$ cat src/rtl/dma_channel_arbiter_pkg.sv
// Shared types and constants for the DMA channel arbiter slice.
// Optional feature macro used by this slice: DMA_ARB_HOLD_TIMEOUT_EN.
package dma_reg_pkg;

  localparam int unsigned NUM_DMA_CH = 4;
  localparam int unsigned CH_IDX_W   = 2;
  localparam int unsigned HOLD_CNT_W = 8;

  typedef enum logic [1:0] {
    ARB_IDLE     = 2'd0,
    ARB_HOLD_REQ = 2'd1,
    ARB_ACTIVE   = 2'd2,
    ARB_RELEASE  = 2'd3
  } arb_state_t;

  // Channel index to one-hot acknowledge vector (active-high form).
  function automatic logic [NUM_DMA_CH-1:0] ch_onehot(input logic [CH_IDX_W-1:0] ch);
    ch_onehot = NUM_DMA_CH'(1) << ch;
  endfunction

endpackage

$ cat src/rtl/dma_channel_arbiter_if.sv
// Request/grant bundle between register file, arbiter and CPU hold logic.
interface dma_channel_arbiter_if;
  import dma_reg_pkg::*;

  logic [NUM_DMA_CH-1:0] dreq;
  logic                  dreq_sense;
  logic                  dack_sense;
  logic                  priority_type;
  logic                  dma_en;
  logic [NUM_DMA_CH-1:0] mask;
  logic [NUM_DMA_CH-1:0] sw_req;
  logic                  hlda;
  logic                  svc_done;
  logic                  hrq;
  logic [NUM_DMA_CH-1:0] dack;
  logic                  grant_vld;
  logic [CH_IDX_W-1:0]   grant_ch;
  logic [NUM_DMA_CH-1:0] req_status;
  logic                  hold_err;

  modport master (
    output dreq, dreq_sense, dack_sense, priority_type, dma_en, mask, sw_req, hlda, svc_done,
    input  hrq, dack, grant_vld, grant_ch, req_status, hold_err
  );

  modport slave (
    input  dreq, dreq_sense, dack_sense, priority_type, dma_en, mask, sw_req, hlda, svc_done,
    output hrq, dack, grant_vld, grant_ch, req_status, hold_err
  );

endinterface

$ cat src/rtl/dma_channel_arbiter_prio_encoder.sv
// Combinational rotating-priority encoder: first set request at or above the pointer, mod 4.
module dma_prio_encoder
  import dma_reg_pkg::*;
(
  input  logic [NUM_DMA_CH-1:0] req_i,
  input  logic [CH_IDX_W-1:0]   ptr_i,
  output logic [CH_IDX_W-1:0]   win_o,
  output logic                  vld_o
);

  // Scan from the farthest offset down so the nearest offset to the pointer wins.
  always_comb begin
    win_o = '0;
    vld_o = 1'b0;
    for (int k = NUM_DMA_CH - 1; k >= 0; k--) begin
      if (req_i[ptr_i + CH_IDX_W'(k)]) begin
        win_o = ptr_i + CH_IDX_W'(k);
        vld_o = 1'b1;
      end
    end
  end

endmodule

$ cat src/rtl/dma_channel_arbiter.sv
// Four-channel DREQ arbiter and bus-hold sequencer (8237A style).
// Optional: define DMA_ARB_HOLD_TIMEOUT_EN to abandon an unanswered HRQ after
// HLDA_TIMEOUT cycles and raise the sticky hold_err flag.
module dma_channel_arbiter
  import dma_reg_pkg::*;
#(
  parameter int unsigned NUM_CH       = NUM_DMA_CH,
  parameter int unsigned HLDA_TIMEOUT = 64
) (
  input  logic                  clk,
  input  logic                  reset,
  dma_channel_arbiter_if.slave  arb_if
);

  logic [NUM_CH-1:0]   req_eff_c;
  logic [NUM_CH-1:0]   req_q;
  logic [NUM_CH-1:0]   grant_oh_q;
  logic [CH_IDX_W-1:0] grant_ch_q;
  logic [CH_IDX_W-1:0] ptr_q;
  logic [CH_IDX_W-1:0] arb_ptr_c;
  logic [CH_IDX_W-1:0] win_c;
  logic                win_vld_c;
  logic                hrq_q;
  logic                grant_vld_q;
  logic                hold_err_q;
  logic                hold_to_c;
  arb_state_t          state_q;

  // Software requests bypass the mask; hardware requests are polarity-corrected first.
  assign req_eff_c = ((arb_if.dreq ^ {NUM_CH{arb_if.dreq_sense}}) & ~arb_if.mask) | arb_if.sw_req;

  // Fixed mode always scans from channel 0, even before the pointer register catches up.
  assign arb_ptr_c = arb_if.priority_type ? ptr_q : '0;

  dma_prio_encoder u_prio (
    .req_i (req_q),
    .ptr_i (arb_ptr_c),
    .win_o (win_c),
    .vld_o (win_vld_c)
  );

`ifdef DMA_ARB_HOLD_TIMEOUT_EN
  logic [HOLD_CNT_W-1:0] hold_cnt_q;

  assign hold_to_c = (hold_cnt_q == HOLD_CNT_W'(HLDA_TIMEOUT - 1));

  // Count cycles spent waiting for HLDA; cleared whenever not in HOLD_REQ.
  always_ff @(posedge clk) begin
    if (reset || (state_q != ARB_HOLD_REQ)) begin
      hold_cnt_q <= '0;
    end else if (!hold_to_c) begin
      hold_cnt_q <= hold_cnt_q + HOLD_CNT_W'(1);
    end
  end
`else
  logic unused_hlda_timeout;

  assign hold_to_c           = 1'b0;
  assign unused_hlda_timeout = ^HOLD_CNT_W'(HLDA_TIMEOUT);
`endif

  // Request capture, hold/grant sequencing and priority pointer update.
  always_ff @(posedge clk) begin
    if (reset) begin
      state_q     <= ARB_IDLE;
      req_q       <= '0;
      hrq_q       <= 1'b0;
      grant_vld_q <= 1'b0;
      grant_ch_q  <= '0;
      grant_oh_q  <= '0;
      ptr_q       <= '0;
      hold_err_q  <= 1'b0;
    end else begin
      req_q <= req_eff_c;
      if (!arb_if.priority_type) begin
        ptr_q <= '0;
      end
      case (state_q)
        ARB_IDLE: begin
          if (arb_if.dma_en && (|req_q)) begin
            state_q <= ARB_HOLD_REQ;
            hrq_q   <= 1'b1;
          end
        end
        ARB_HOLD_REQ: begin
          if (!arb_if.dma_en || !(|req_q)) begin
            state_q <= ARB_IDLE;
            hrq_q   <= 1'b0;
          end else if (arb_if.hlda && win_vld_c) begin
            state_q     <= ARB_ACTIVE;
            grant_ch_q  <= win_c;
            grant_oh_q  <= ch_onehot(win_c);
            grant_vld_q <= 1'b1;
          end else if (hold_to_c) begin
            state_q    <= ARB_IDLE;
            hrq_q      <= 1'b0;
            hold_err_q <= 1'b1;
          end
        end
        ARB_ACTIVE: begin
          if (arb_if.svc_done) begin
            state_q     <= ARB_RELEASE;
            hrq_q       <= 1'b0;
            grant_vld_q <= 1'b0;
            grant_ch_q  <= '0;
            grant_oh_q  <= '0;
            if (arb_if.priority_type) begin
              ptr_q <= grant_ch_q + CH_IDX_W'(1);
            end
          end
        end
        ARB_RELEASE: begin
          if (!arb_if.hlda) begin
            state_q <= ARB_IDLE;
          end
        end
        default: begin
          state_q <= ARB_IDLE;
        end
      endcase
    end
  end

  assign arb_if.hrq        = hrq_q;
  assign arb_if.grant_vld  = grant_vld_q;
  assign arb_if.grant_ch   = grant_ch_q;
  assign arb_if.req_status = req_q;
  assign arb_if.hold_err   = hold_err_q;
  assign arb_if.dack       = arb_if.dack_sense ? grant_oh_q : ~grant_oh_q;

endmodule

$ cat src/flat_wrapper.sv
// flat-port wrapper written by rule: the top's interface ports become plain ports
module dma_channel_arbiter_flat import dma_reg_pkg::*;
#(
  parameter int unsigned NUM_CH       = NUM_DMA_CH,
  parameter int unsigned HLDA_TIMEOUT = 64
)
  (clk, reset, arb_if_dreq, arb_if_dreq_sense, arb_if_dack_sense, arb_if_priority_type, arb_if_dma_en, arb_if_mask, arb_if_sw_req, arb_if_hlda, arb_if_svc_done, arb_if_hrq, arb_if_dack, arb_if_grant_vld, arb_if_grant_ch, arb_if_req_status, arb_if_hold_err);
  dma_channel_arbiter_if arb_if_i ();
  input  logic clk;
  input  logic reset;
  input wire logic [$bits(arb_if_i.dreq)-1:0] arb_if_dreq;
  input wire logic [$bits(arb_if_i.dreq_sense)-1:0] arb_if_dreq_sense;
  input wire logic [$bits(arb_if_i.dack_sense)-1:0] arb_if_dack_sense;
  input wire logic [$bits(arb_if_i.priority_type)-1:0] arb_if_priority_type;
  input wire logic [$bits(arb_if_i.dma_en)-1:0] arb_if_dma_en;
  input wire logic [$bits(arb_if_i.mask)-1:0] arb_if_mask;
  input wire logic [$bits(arb_if_i.sw_req)-1:0] arb_if_sw_req;
  input wire logic [$bits(arb_if_i.hlda)-1:0] arb_if_hlda;
  input wire logic [$bits(arb_if_i.svc_done)-1:0] arb_if_svc_done;
  output wire logic [$bits(arb_if_i.hrq)-1:0] arb_if_hrq;
  output wire logic [$bits(arb_if_i.dack)-1:0] arb_if_dack;
  output wire logic [$bits(arb_if_i.grant_vld)-1:0] arb_if_grant_vld;
  output wire logic [$bits(arb_if_i.grant_ch)-1:0] arb_if_grant_ch;
  output wire logic [$bits(arb_if_i.req_status)-1:0] arb_if_req_status;
  output wire logic [$bits(arb_if_i.hold_err)-1:0] arb_if_hold_err;
  assign arb_if_i.dreq = arb_if_dreq;
  assign arb_if_i.dreq_sense = arb_if_dreq_sense;
  assign arb_if_i.dack_sense = arb_if_dack_sense;
  assign arb_if_i.priority_type = arb_if_priority_type;
  assign arb_if_i.dma_en = arb_if_dma_en;
  assign arb_if_i.mask = arb_if_mask;
  assign arb_if_i.sw_req = arb_if_sw_req;
  assign arb_if_i.hlda = arb_if_hlda;
  assign arb_if_i.svc_done = arb_if_svc_done;
  assign arb_if_hrq = arb_if_i.hrq;
  assign arb_if_dack = arb_if_i.dack;
  assign arb_if_grant_vld = arb_if_i.grant_vld;
  assign arb_if_grant_ch = arb_if_i.grant_ch;
  assign arb_if_req_status = arb_if_i.req_status;
  assign arb_if_hold_err = arb_if_i.hold_err;
  dma_channel_arbiter #(.NUM_CH(NUM_CH), .HLDA_TIMEOUT(HLDA_TIMEOUT)) u_core (.clk(clk), .reset(reset), .arb_if(arb_if_i));
endmodule
$ cat config.mk
export PLATFORM = sky130hd
export DESIGN_NAME = dma_channel_arbiter_flat
export DESIGN_NICKNAME = d
export VERILOG_FILES = /design/src/rtl/dma_channel_arbiter_pkg.sv /design/src/rtl/dma_channel_arbiter_if.sv /design/src/rtl/dma_channel_arbiter_prio_encoder.sv /design/src/rtl/dma_channel_arbiter.sv /design/src/flat_wrapper.sv
export SDC_FILE = /design/constraint.sdc
export NUM_CORES = 1
export LEC_CHECK = 0
export CORE_ASPECT_RATIO = 1.75
export CORE_UTILIZATION = 30
export DETAILED_ROUTE_END_ITERATION = 10
export SYNTH_ARGS = -nofsm -noshare
export SYNTH_HDL_FRONTEND = slang
export SYNTH_SLANG_ARGS = --single-unit
export TNS_END_PERCENT = 50
$ cat constraint.sdc
create_clock -name clk -period 2.24 [get_ports clk]
set_input_delay 0.224 -clock clk [delete_from_list [all_inputs] [get_ports clk]]
set_output_delay 0.224 -clock clk [all_outputs]
set_load 0.1 [all_outputs]
* Yosys cells after proc, flatten, opt, wreduce, memory -nomap -nowiden *
Index checks and enable logic that the tools add are counted.
Widths: inputs -> output; s select.

storage, ports and cells
  register bits = 16
  input port bits = 20
  output and inout bits = 13

cells by class
  add/sub/neg operators = 4
  magnitude comparators = 4
  equal/unequal tests = 10
  shifts and indexed selects = 1
  multiplexer cells = 42
  bitwise operators = 5
  reductions and logical operators = 12

operator list
  kind                 count
  $mux 2               16
  $mux 4               4
  $mux 1               13
  $lt 2x3->1 const B   4
  $reduce_and 4->1     3
  $bmux 1 s2           4
  $not 4->4            2
  $pmux 2 s4           1
  $pmux 4 s2           1
  $ne 2x1->1 const B   3
  $ne 2x2->1 const B   3
  $add 2x1->2 const B  2
  $add 2x2->2 const B  2
  $and 4x4->4          1
  $eq 2x2->1 const B   2
  $or 4x4->4           1
  $pmux 2 s2           1
  $reduce_or 4->1      1
  $shl 1x2->4 const A  1
  $xor 4x4->4          1
  $ne 3x1->1 const B   1
  $pmux 1 s3           1
  $reduce_bool 3->1    1
  $eq 2x1->1 const B   1
  6 further kinds      8

* Logic depth before layout (Yosys ltp) *
Gate-level depths: netlist (run 1).

  depth in word-level cells = 12
  gate-level depth with buffers = 7

* By module *
A second synthesis (run 1) with hierarchy kept.

second synthesis, totals
  cell total of the unflattened synthesis = 113
  area, all modules = 949.7 um2

modules (own cells, without submodules)
  module               times used  cells each  area each (um2)  sequential area each (um2)
  dma_channel_arbiter  1           100         872.1            320.3
  dma_prio_encoder     1           13          77.6             0.0

* Worst setup path after synthesis (run 1) *
OpenSTA, ideal clock, no wires.

  path type = input-to-output
  from = input arb_if_dack_sense
  to = output arb_if_dack[0]
  arrival time = 1.955 ns
  slack = 0.061 ns
  cell stages on the path = 2
  cells stage by stage = clkbuf_1 xnor2_1

between the ends
  cells in the longest elaborated chain, start to end = 1

RTL lines
  element      RTL line                    source
  from (decl)  flat_wrapper.sv:13          input wire logic [$bits(arb_if_i.dack_sense)-1:0] arb_if_dack_sense;
  $mux 4       dma_channel_arbiter.sv:129  assign arb_if.dack = arb_if.dack_sense ? grant_oh_q : ~grant_oh_q;
  to (decl)    flat_wrapper.sv:21          output wire logic [$bits(arb_if_i.dack)-1:0] arb_if_dack;

Every way passes these cells.

* Final worst setup path (run 1) *
  from = register u_core.state_q[0]
  to = register u_core.grant_ch_q[0], in the netlist u_core.arb_if.grant_ch[0]

between the ends
  cells in the longest elaborated chain, start to end = 3

RTL lines
  element                                          RTL line                   source
  from (decl)                                      dma_channel_arbiter.sv:27  arb_state_t state_q;
  from (signal assigned)                           dma_channel_arbiter.sv:65  state_q <= ARB_IDLE;
  from (signal assigned)                           dma_channel_arbiter.sv:81  state_q <= ARB_HOLD_REQ;
  from (signal assigned)                           dma_channel_arbiter.sv:87  state_q <= ARB_IDLE;
  $eq 2x1->1 / $eq 2x2->1 (equally long branches)  dma_channel_arbiter.sv:78  case (state_q)
  $ne 2x2->1 (no line) (tied with other cells)     n/a
  $reduce_and 4->1 (no line)                       n/a
  to (signal assigned)                             dma_channel_arbiter.sv:91  grant_ch_q <= win_c;
  to (decl)                                        dma_channel_arbiter.sv:18  logic [CH_IDX_W-1:0] grant_ch_q;

Parallel ways exist; a longest one is shown, timed or not.
A chain may end at the register's enable or synchronous reset.

==> metrics, run 1 <==
Switching Share=0.3782; pwr dens=624.3 nW/µm²; gpl congestion=0.7571; Final period util=0.8288; post-placement cell count=roughly 190; Flop pwr share=0.376; hold_buf cts=0; PostCTS Resize Cnt=0; CP arrival=1990 ps; Pleak=0.0005573 µW; Post-Synth Simple-Gate Area=0.1749; die area=3606 µm²; clock latency on the worst-skew pair=250 ps; Critical R2R Launch=u_core.state_q[0]; largest family of logic cells by synthesized area=compound AO/OA/AOI/OAI gates; FP Rows=27; Area after DPL=1358 µm²; first-pass GRT wire length=3.960 mm; Post-Route WL=2.287 mm; worst reg-to-reg setup slack=380 ps; hold crit path type=flip-flop to flip-flop; Total Routing Usage GR=0.1460; DR pass1 iterations=6; CP Depth=6; Max FO, Critical Path=7; Final min period=1857 ps; RSZ-0062 raised after global routing=false; compound-gate portion of the synthesized area=0.2146; crit path launch type=flip-flop; WS Path Type=flip-flop to flip-flop; CP peak stage delay=about 410 ps; final slew viol count=0; largest net degree at the start of global routing=13; Setup Viol. Count Final=0; drt drc=0; mux cell area share after synthesis=0.07196; worst endpoint required time=between 2000 and 2500 ps; Finished Layout Cells=191; Post-synth EDFFs=0; vias in the first global route=928; Reg clk slew, reported paths=60 ps; CP Capture Type=flip-flop; Die W=45.83 µm; count of final hold-check violations=0; post-synthesis adder-cell area fraction=0.07444; fin area=~1400 µm²; Via density=approximately 4.7; routed len/inst=11.97 µm; ys async rst share=0; Buf/Inv on CP=1; crit path from=u_core.state_q[0]; Unique masters post-synth=33; grt total ovfl=0; PortBufs=31; H-tree depth=1; Die Y=78.70 µm; cell family with most CP delay=compound AO/OA/AOI/OAI gates; Cell Area, Synth=slightly above 1000 µm²; Antenna Violating Nets Remaining=0; Peak VDD IR=306.8 µV; IO Count=33; power share of the clock group=0.243; number of diodes=0; Reg2Reg Depth=6; P_sw=330.2 µW; clk buf depth=2; Mapped Cells=119; MaxCap Viol Count=0; Peak Freq=around 0.54 GHz; XOR/XNOR share of the synthesized area=0.07816; crit path capture=u_core.arb_if.grant_ch[0]; CTS Root Cell=clkbuf_8; reg-to-reg endpoint=u_core.arb_if.grant_ch[0]; initial DRC count=13; via count=905; setup_tns=0 ps; Synth Flop Type=dfxtp_1; Cell Int Power=543.0 µW; sequential area share after synthesis=0.3176; share of cells above drive strength 1=0.1419; placed wire-length estimate=1.879 mm; status=completed; number of CTS-inserted buffers=3; Core ar.=3176 µm²; Area Growth Syn to Fin=38.71%; cell chain of the critical path=inv_1, ha_1, and2b_1, a21oi_1, nor2_1, a22o_1; antenna violations before repair=0; syn_area_per_cell=8.475 µm²; clock skew=3.328 ps; total number of yosys warnings=0; Comb pwr share=0.381; starting density of the core=0.3176; Yosys reg bits=16; slowest CP cell=dfxtp_1; Nets=about 180; syn_nets=145; clock sinks=16; Setup Buffers After CTS=0; CTS tree=built
-- worst min-delay path by stage --
stage / start / endpoint / slack, ps / cells past startpoint
detailed placement: u_core.grant_oh_q[2] / u_core.grant_oh_q[2] / 470 / 1
finish: u_core.grant_oh_q[2] / u_core.grant_oh_q[2] / 480 / 1
global placement: u_core.grant_oh_q[0] / u_core.grant_oh_q[0] / 480 / 1
CTS: u_core.grant_oh_q[2] / u_core.grant_oh_q[2] / 490 / 1
floorplan: arb_if_sw_req[0] / u_core.arb_if.req_status[0] / 340 / 2
global route: u_core.grant_oh_q[3] / u_core.grant_oh_q[3] / 510 / 1
-- final cells by class --
type / count / area [µm²]
Multi-Input combinational cell: 91 / 623.1
Sequential cell: 16 / 320.3
Fill cell: 341 / 1777
Tap cell: 43 / 53.80
Inverter: 6 / 22.52
Clock buffer: 3 / 41.29
Timing Repair Buffer: 32 / 337.8
-- synthesized netlist by cell type (3+ instances only) --
| cell type | n | area, µm² |
|---|---|---|
| o21ai_0 | 5 | 25.02 |
| nand2b_1 | 3 | 18.77 |
| nor2_1 | 22 | 82.58 |
| nand2_1 | 6 | 22.52 |
| dfxtp_1 | 16 | 320.3 |
| inv_1 | 6 | 22.52 |
| nor3_1 | 3 | 15.01 |
| xnor2_1 | 8 | 70.07 |
| o2bb2ai_1 | 4 | 35.03 |
| ha_1 | 6 | 75.07 |
| mux2i_1 | 5 | 50.05 |
| a21oi_1 | 8 | 40.04 |
| a211oi_1 | 3 | 22.52 |
-- worst reg2reg max path, stage by stage (launching register included) --
cell and delay, ps:
dfxtp_1 410, inv_1 130, ha_1 300, and2b_1 220, a21oi_1 270, nor2_1 160, a22o_1 260
-- power groups by stage --
stage | Sequential [µW] | Clock, µW | Combinational (µW)
finish | 329 | 212 | 332
global route | 333 | 229 | 354
CTS | 329 | 220 | 335
detailed placement | 335 | 0 | 335
global placement | 334 | 0 | 331
floorplan | 408 | 0 | 163
-- logic make-up (layout without fill, tap and decap cells) --
family | after synthesis | count (layout)
simple gates | 40 | 40
compound gates | 28 | 28
flops | 16 | 16
buf+inv | 12 | 41
xor+xnor | 9 | 9
mux | 7 | 7
fa+ha+maj | 6 | 6
other cells | 1 | 1
-- cell usage in the layout (no fill, tap or decap), drive strengths merged, types with 3 or more instances in the layout --
| cell type | netlist | routed |
|---|---|---|
| o21ai | 5 | 5 |
| clkdlybuf4s50 | 0 | 19 |
| o2bb2ai | 4 | 4 |
| ha | 6 | 6 |
| nand2b | 3 | 3 |
| xnor2 | 8 | 8 |
| nor3 | 3 | 3 |
| mux2i | 5 | 5 |
| nor2 | 22 | 22 |
| nand2 | 6 | 6 |
| a21oi | 8 | 8 |
| dfxtp | 16 | 16 |
| inv | 6 | 6 |
| clkbuf | 2 | 3 |
| buf | 4 | 13 |
| a211oi | 3 | 3 |
-- stage by stage --
step	hold WS [ps]	utilization	total power (µW)	setup WS (ps)
2_1_floorplan	344.7	-	571.3	60.58
3_3_place_gp	476.2	0.4275	664.5	338.2
3_5_place_dp	471.4	0.4275	669.1	280.1
4_1_cts	485.3	0.4405	883.8	370.1
5_1_grt	509.8	0.4405	915.9	248.6
6_report	482.2	0.4405	873.3	383.4
-- layer usage --
| layer | track usage | vias up | routed length [µm] |
|---|---|---|---|
| met3 | 0.01364 | 4 | 34 |
| met4 | 0.05588 | 0 | 34 |
| met2 | 0.2671 | 14 | 1313 |
| met5 | 0 | - | 0 |
| met1 | 0.1629 | 419 | 904 |
| li1 | - | 468 | - |
-- state kept, by name, indices dropped and copies added (netlist names), named ones only --
name	count
u_core.grant_oh_q	4
u_core.arb_if.grant_vld	1
u_core.ptr_q	2
u_core.arb_if.grant_ch	2
u_core.state_q	1
u_core.arb_if.hrq	1
u_core.arb_if.req_status	4
No activity file was read; power rests on OpenSTA's default activity.
==> inputs of run 2 (changes only) <==
==> constraint.sdc (replaced) <==
create_clock -name clk -period 1.8 [get_ports clk]
set_input_delay 0.18 -clock clk [delete_from_list [all_inputs] [get_ports clk]]
set_output_delay 0.18 -clock clk [all_outputs]
set_load 0.1 [all_outputs]
==> run 2 against run 1 <==
Critical path type unchanged. Register-to-register slack worse by 290 ps. Global-route usage down 0.20 points. Clock skew barely moved. Highest routed layer unchanged. Clock-buffer cell count is 1 higher.
==> metrics, run 2 (same netlist as run 1, synthesis figures left out) <==
status=completed; routed len/inst=11.63 µm; Antenna Violating Nets Remaining=0; Peak VDD IR=482.8 µV; Cell Int Power=730.6 µW; CP peak stage delay=400 ps; Max FO, Critical Path=10; cell family with most CP delay=compound AO/OA/AOI/OAI gates; number of diodes=0; initial DRC count=12; number of CTS-inserted buffers=3; Comb pwr share=0.374; most frequent cells in the layout=nor2_1 (22), clkdlybuf4s50_1 (19), buf_4 (16), dfxtp_1 (12); Die Y=78.70 µm; clock sinks=16; CTS tree=built; most common cell after layout, fill and taps aside=nor2_1; clk buf depth=2; Die W=about 46 µm; Final min period=around 1700 ps; Pleak=approximately 0.0006 µW; clock skew=2.923 ps; grt total ovfl=0; Area after DPL=1418 µm²; Crit path top cell by count=nor2_1; Core ar.=3176 µm²; hold_buf cts=0; cell chain of the critical path=o41ai_4, nor2_1, a2111oi_2, mux2i_1, nor2_1; Switching Share=0.3622; CP Capture Type=flip-flop; fin area=between 1000 and 1500 µm²; PostCTS Resize Cnt=0; Post-Route WL=2.314 mm; P_sw=414.9 µW; slowest CP cell=o41ai_4; via count=941; power share of the clock group=0.272; Reg clk slew, reported paths=around 60 ps; Via density=4.729; share of cells above drive strength 1=0.2115; count of final hold-check violations=0; DR pass1 iterations=4; hold crit path type=flip-flop to flip-flop; antenna violations before repair=0; Flop pwr share=0.354; post-placement cell count=195; MaxCap Viol Count=0; CP arrival=1840 ps; largest net degree at the start of global routing=11; RSZ-0062 raised after global routing=true; worst endpoint required time=between 1500 and 2000 ps; clock latency on the worst-skew pair=240 ps; starting density of the core=0.3176; Setup Viol. Count Final=0; PortBufs=31; CTS Root Cell=clkbuf_8; Final period util=0.9458; die area=3606 µm²; IO Count=33; crit path launch type=flip-flop; Area Growth Syn to Fin=46.03%; final slew viol count=0; H-tree depth=1; placed wire-length estimate=1.935 mm; first-pass GRT wire length=3.988 mm; FP Rows=27; Peak Freq=0.5874 GHz; Total Routing Usage GR=0.1440; gpl congestion=between 0.7 and 0.8; Buf/Inv on CP=0; vias in the first global route=951; pwr dens=777.9 nW/µm²; WS Path Type=flip-flop to flip-flop; drt drc=0; Nets=around 180; Finished Layout Cells=about 200
==> run 2: area by class of cell <==
cell class | count | area, µm²
fillers | 327 | 1703
multi-input cells | 91 | 623.1
repair buffers | 39 | 390.4
flip-flops and latches | 16 | 327.8
clock buffers | 4 | 55.05
well taps | 43 | 53.80
inverters | 6 | 22.52
==> run 2: layer usage <==
metal / up-vias / track usage / routed length, µm
met5: - / 0 / 0
met4: 0 / 0.04412 / 23
met3: 2 / 0.02045 / 51
met2: 9 / 0.2700 / 1304
met1: 446 / 0.1554 / 934
li1: 484 / - / -
==> run 2: through the flow <==
step / setup WS (ps) / setup TNS [ps] / utilization / power [µW] / hold slack (ps)
finish: 97.58 / 0 / 0.4638 / 1146 / 491.9
global route: -44.21 / -99.57 / 0.4638 / 1205 / 509.5
CTS: 64.14 / 0 / 0.4638 / 1162 / 492.4
detailed placement: -68.40 / -320.4 / 0.4464 / 844.9 / 483.4
global placement: -47.12 / -172.5 / 0.4464 / 840.2 / 477.4
floorplan: -291.4 / -1188 / - / 711.9 / 299.4
==> run 2: timing repair <==
| item | CTS | global route |
|---|---|---|
| hold endpoints to repair | 0 | 0 |
| endpoints found under the setup margin | 0 | 3 |
| setup buffers | 0 | 0 |
==> run 2: power by group through the flow <==
stage | combinational, µW | sequential (µW) | clock, µW
2_1_floorplan | 202 | 509 | 0
6_report | 428 | 405 | 312
4_1_cts | 433 | 405 | 323
3_5_place_dp | 432 | 413 | 0
5_1_grt | 458 | 408 | 339
3_3_place_gp | 428 | 412 | 0
==> run 2: worst paths after layout <==
| path | from | endpoint | slack [ps] | depth (start not counted) |
|---|---|---|---|---|
| setup reg to reg | u_core.arb_if.req_status[1] | u_core.arb_if.hrq | 100 | 5 |
| setup / recovery | u_core.arb_if.req_status[1] | u_core.arb_if.hrq | 100 | 5 |
| hold reg to reg | u_core.grant_oh_q[2] | u_core.grant_oh_q[2] | 490 | 1 |
| hold / removal | u_core.grant_oh_q[2] | u_core.grant_oh_q[2] | 490 | 1 |
==> inputs of run 3 (changes only) <==
==> constraint.sdc (replaced) <==
create_clock -name clk -period 2 [get_ports clk]
set_input_delay 0.2 -clock clk [delete_from_list [all_inputs] [get_ports clk]]
set_output_delay 0.2 -clock clk [all_outputs]
set_load 0.1 [all_outputs]
==> run 3 against run 2 <==
Design area down 2.7%. Sequential share of layout area rose by 0.45 points. Critical path depth is 2 higher. Via count is 2.2% lower. Core utilization fell by 1.3 points. Non-clock buffer count is 5 lower. First-iteration DRC count unchanged. Hold slack got worse by 8.3 ps. Critical path type unchanged. Largest cell class unchanged.
==> metrics, run 3 (same netlist as run 1, synthesis figures left out) <==
Die W=45.83 µm; CTS Root Cell=clkbuf_8; CP Capture Type=flip-flop; MaxCap Viol Count=0; setup_tns=0 ps; multi-input logic area=623.1 µm²; clock skew=2.991 ps; CTS tree=built; FP Rows=27; grt total ovfl=0; final slew viol count=0; via count=920; DR pass1 iterations=4; fin area=1433 µm²; Final period util=0.9114; Area after DPL=1378 µm²; IO Count=33; Antenna Violating Nets Remaining=0; Setup Buffers After CTS=0; Setup Viol. Count Final=0; starting density of the core=0.3176; WHS=about 480 ps; cell family with most CP delay=simple AND/OR/NAND/NOR gates; number of diodes=0; first-pass GRT wire length=3.677 mm; CP Depth=7; WS Path Type=flip-flop to flip-flop; initial DRC count=12; PostCTS Resize Cnt=0; gpl congestion=0.7817; Critical R2R Launch=u_core.state_q[0]; crit path launch type=flip-flop; Post-Route WL=2.275 mm; number of CTS-inserted buffers=3; Peak Freq=0.5486 GHz; crit path from=u_core.state_q[0]; Peak VDD IR=545.3 µV; antenna violations before repair=0; Max FO, Critical Path=7; filler cell count=326; PortBufs=31; hold crit path type=flip-flop to flip-flop; Pleak=0.0005755 µW; post-place setup slack=98.82 ps; hold_buf cts=0; most common cell after layout, fill and taps aside=nor2_1; Total Routing Usage GR=0.1380; CP peak stage delay=420 ps; Nets=178; post-route total power=1029 µW; RSZ-0062 raised after global routing=false; most frequent cells in the layout=nor2_1 (22), clkdlybuf4s50_1 (19), dfxtp_1 (12), buf_4 (11); Buf/Inv on CP=1; area occupied by registers=about 330 µm²; Area Growth Syn to Fin=42.06%; H-tree depth=1; Reg clk slew, reported paths=60 ps; cell chain of the critical path=inv_1, ha_1, and2b_1, a221oi_1, nand2_1, nor3_1, a211oi_1; count of final hold-check violations=0; crit path capture=u_core.state_q[0]; share of cells above drive strength 1=0.1854; routed len/inst=11.73 µm; clock latency on the worst-skew pair=approximately 250 ps; vias in the first global route=slightly below 900; Final min period=roughly 1800 ps; largest net degree at the start of global routing=11; clock sinks=16; slowest CP cell=dfxtp_1; status=completed; die area=between 3000 and 4000 µm²; pwr dens=approximately 720 nW/µm²; CP arrival=about 2000 ps; final setup margin=177.2 ps; Core ar.=3176 µm²; worst endpoint required time=2130 ps; Reg2Reg Depth=7; clk buf depth=2; drt drc=0; Die Y=78.70 µm; Via density=4.742; worst reg-to-reg setup slack=around 180 ps; reg-to-reg endpoint=u_core.state_q[0]; placed wire-length estimate=1.902 mm
[run 3: how the worst min path moves through the flow]
| stage | depth (start not counted) | slack (ps) | to | startpoint |
|---|---|---|---|---|
| 2_1_floorplan | 2 | 320 | u_core.arb_if.req_status[0] | arb_if_sw_req[0] |
| 3_3_place_gp | 1 | 480 | u_core.grant_oh_q[0] | u_core.grant_oh_q[0] |
| 3_5_place_dp | 1 | 480 | u_core.grant_oh_q[0] | u_core.grant_oh_q[0] |
| 4_1_cts | 1 | 490 | u_core.grant_oh_q[0] | u_core.grant_oh_q[0] |
| 5_1_grt | 1 | 490 | u_core.grant_oh_q[0] | u_core.grant_oh_q[0] |
| 6_report | 1 | 480 | u_core.grant_oh_q[0] | u_core.grant_oh_q[0] |
[run 3: final cells by class]
class                      instances  share of cell area
inverter                           6             0.01572
tap                               43             0.03755
multi-input combinational         91              0.4349
timing repair buffer              34              0.2463
clock buffer                       4             0.03843
sequential                        16              0.2271
[run 3: through the flow]
stage | utilization | std cells
after floorplan | - | 119
after global placement | 0.4338 | 190
after detailed placement | 0.4338 | 190
after CTS | 0.4511 | 194
after global routing | 0.4511 | 194
final | 0.4511 | 194
[run 3: layer usage]
| layer | GRT usage | share of wire | vias up |
|---|---|---|---|
| met5 | 0 | 0 | - |
| met2 | 0.2443 | 0.59 | 18 |
| met1 | 0.1573 | 0.37 | 426 |
| li1 | - | - | 474 |
| met3 | 0.01364 | 0.031 | 2 |
| met4 | 0.06176 | 0.010 | 0 |
[run 3: report_power, final]
group	total, µW	internal [µW]	switching, µW
Clock	283	174	109
Combinational	377	140	237
Sequential	369	340	29.1
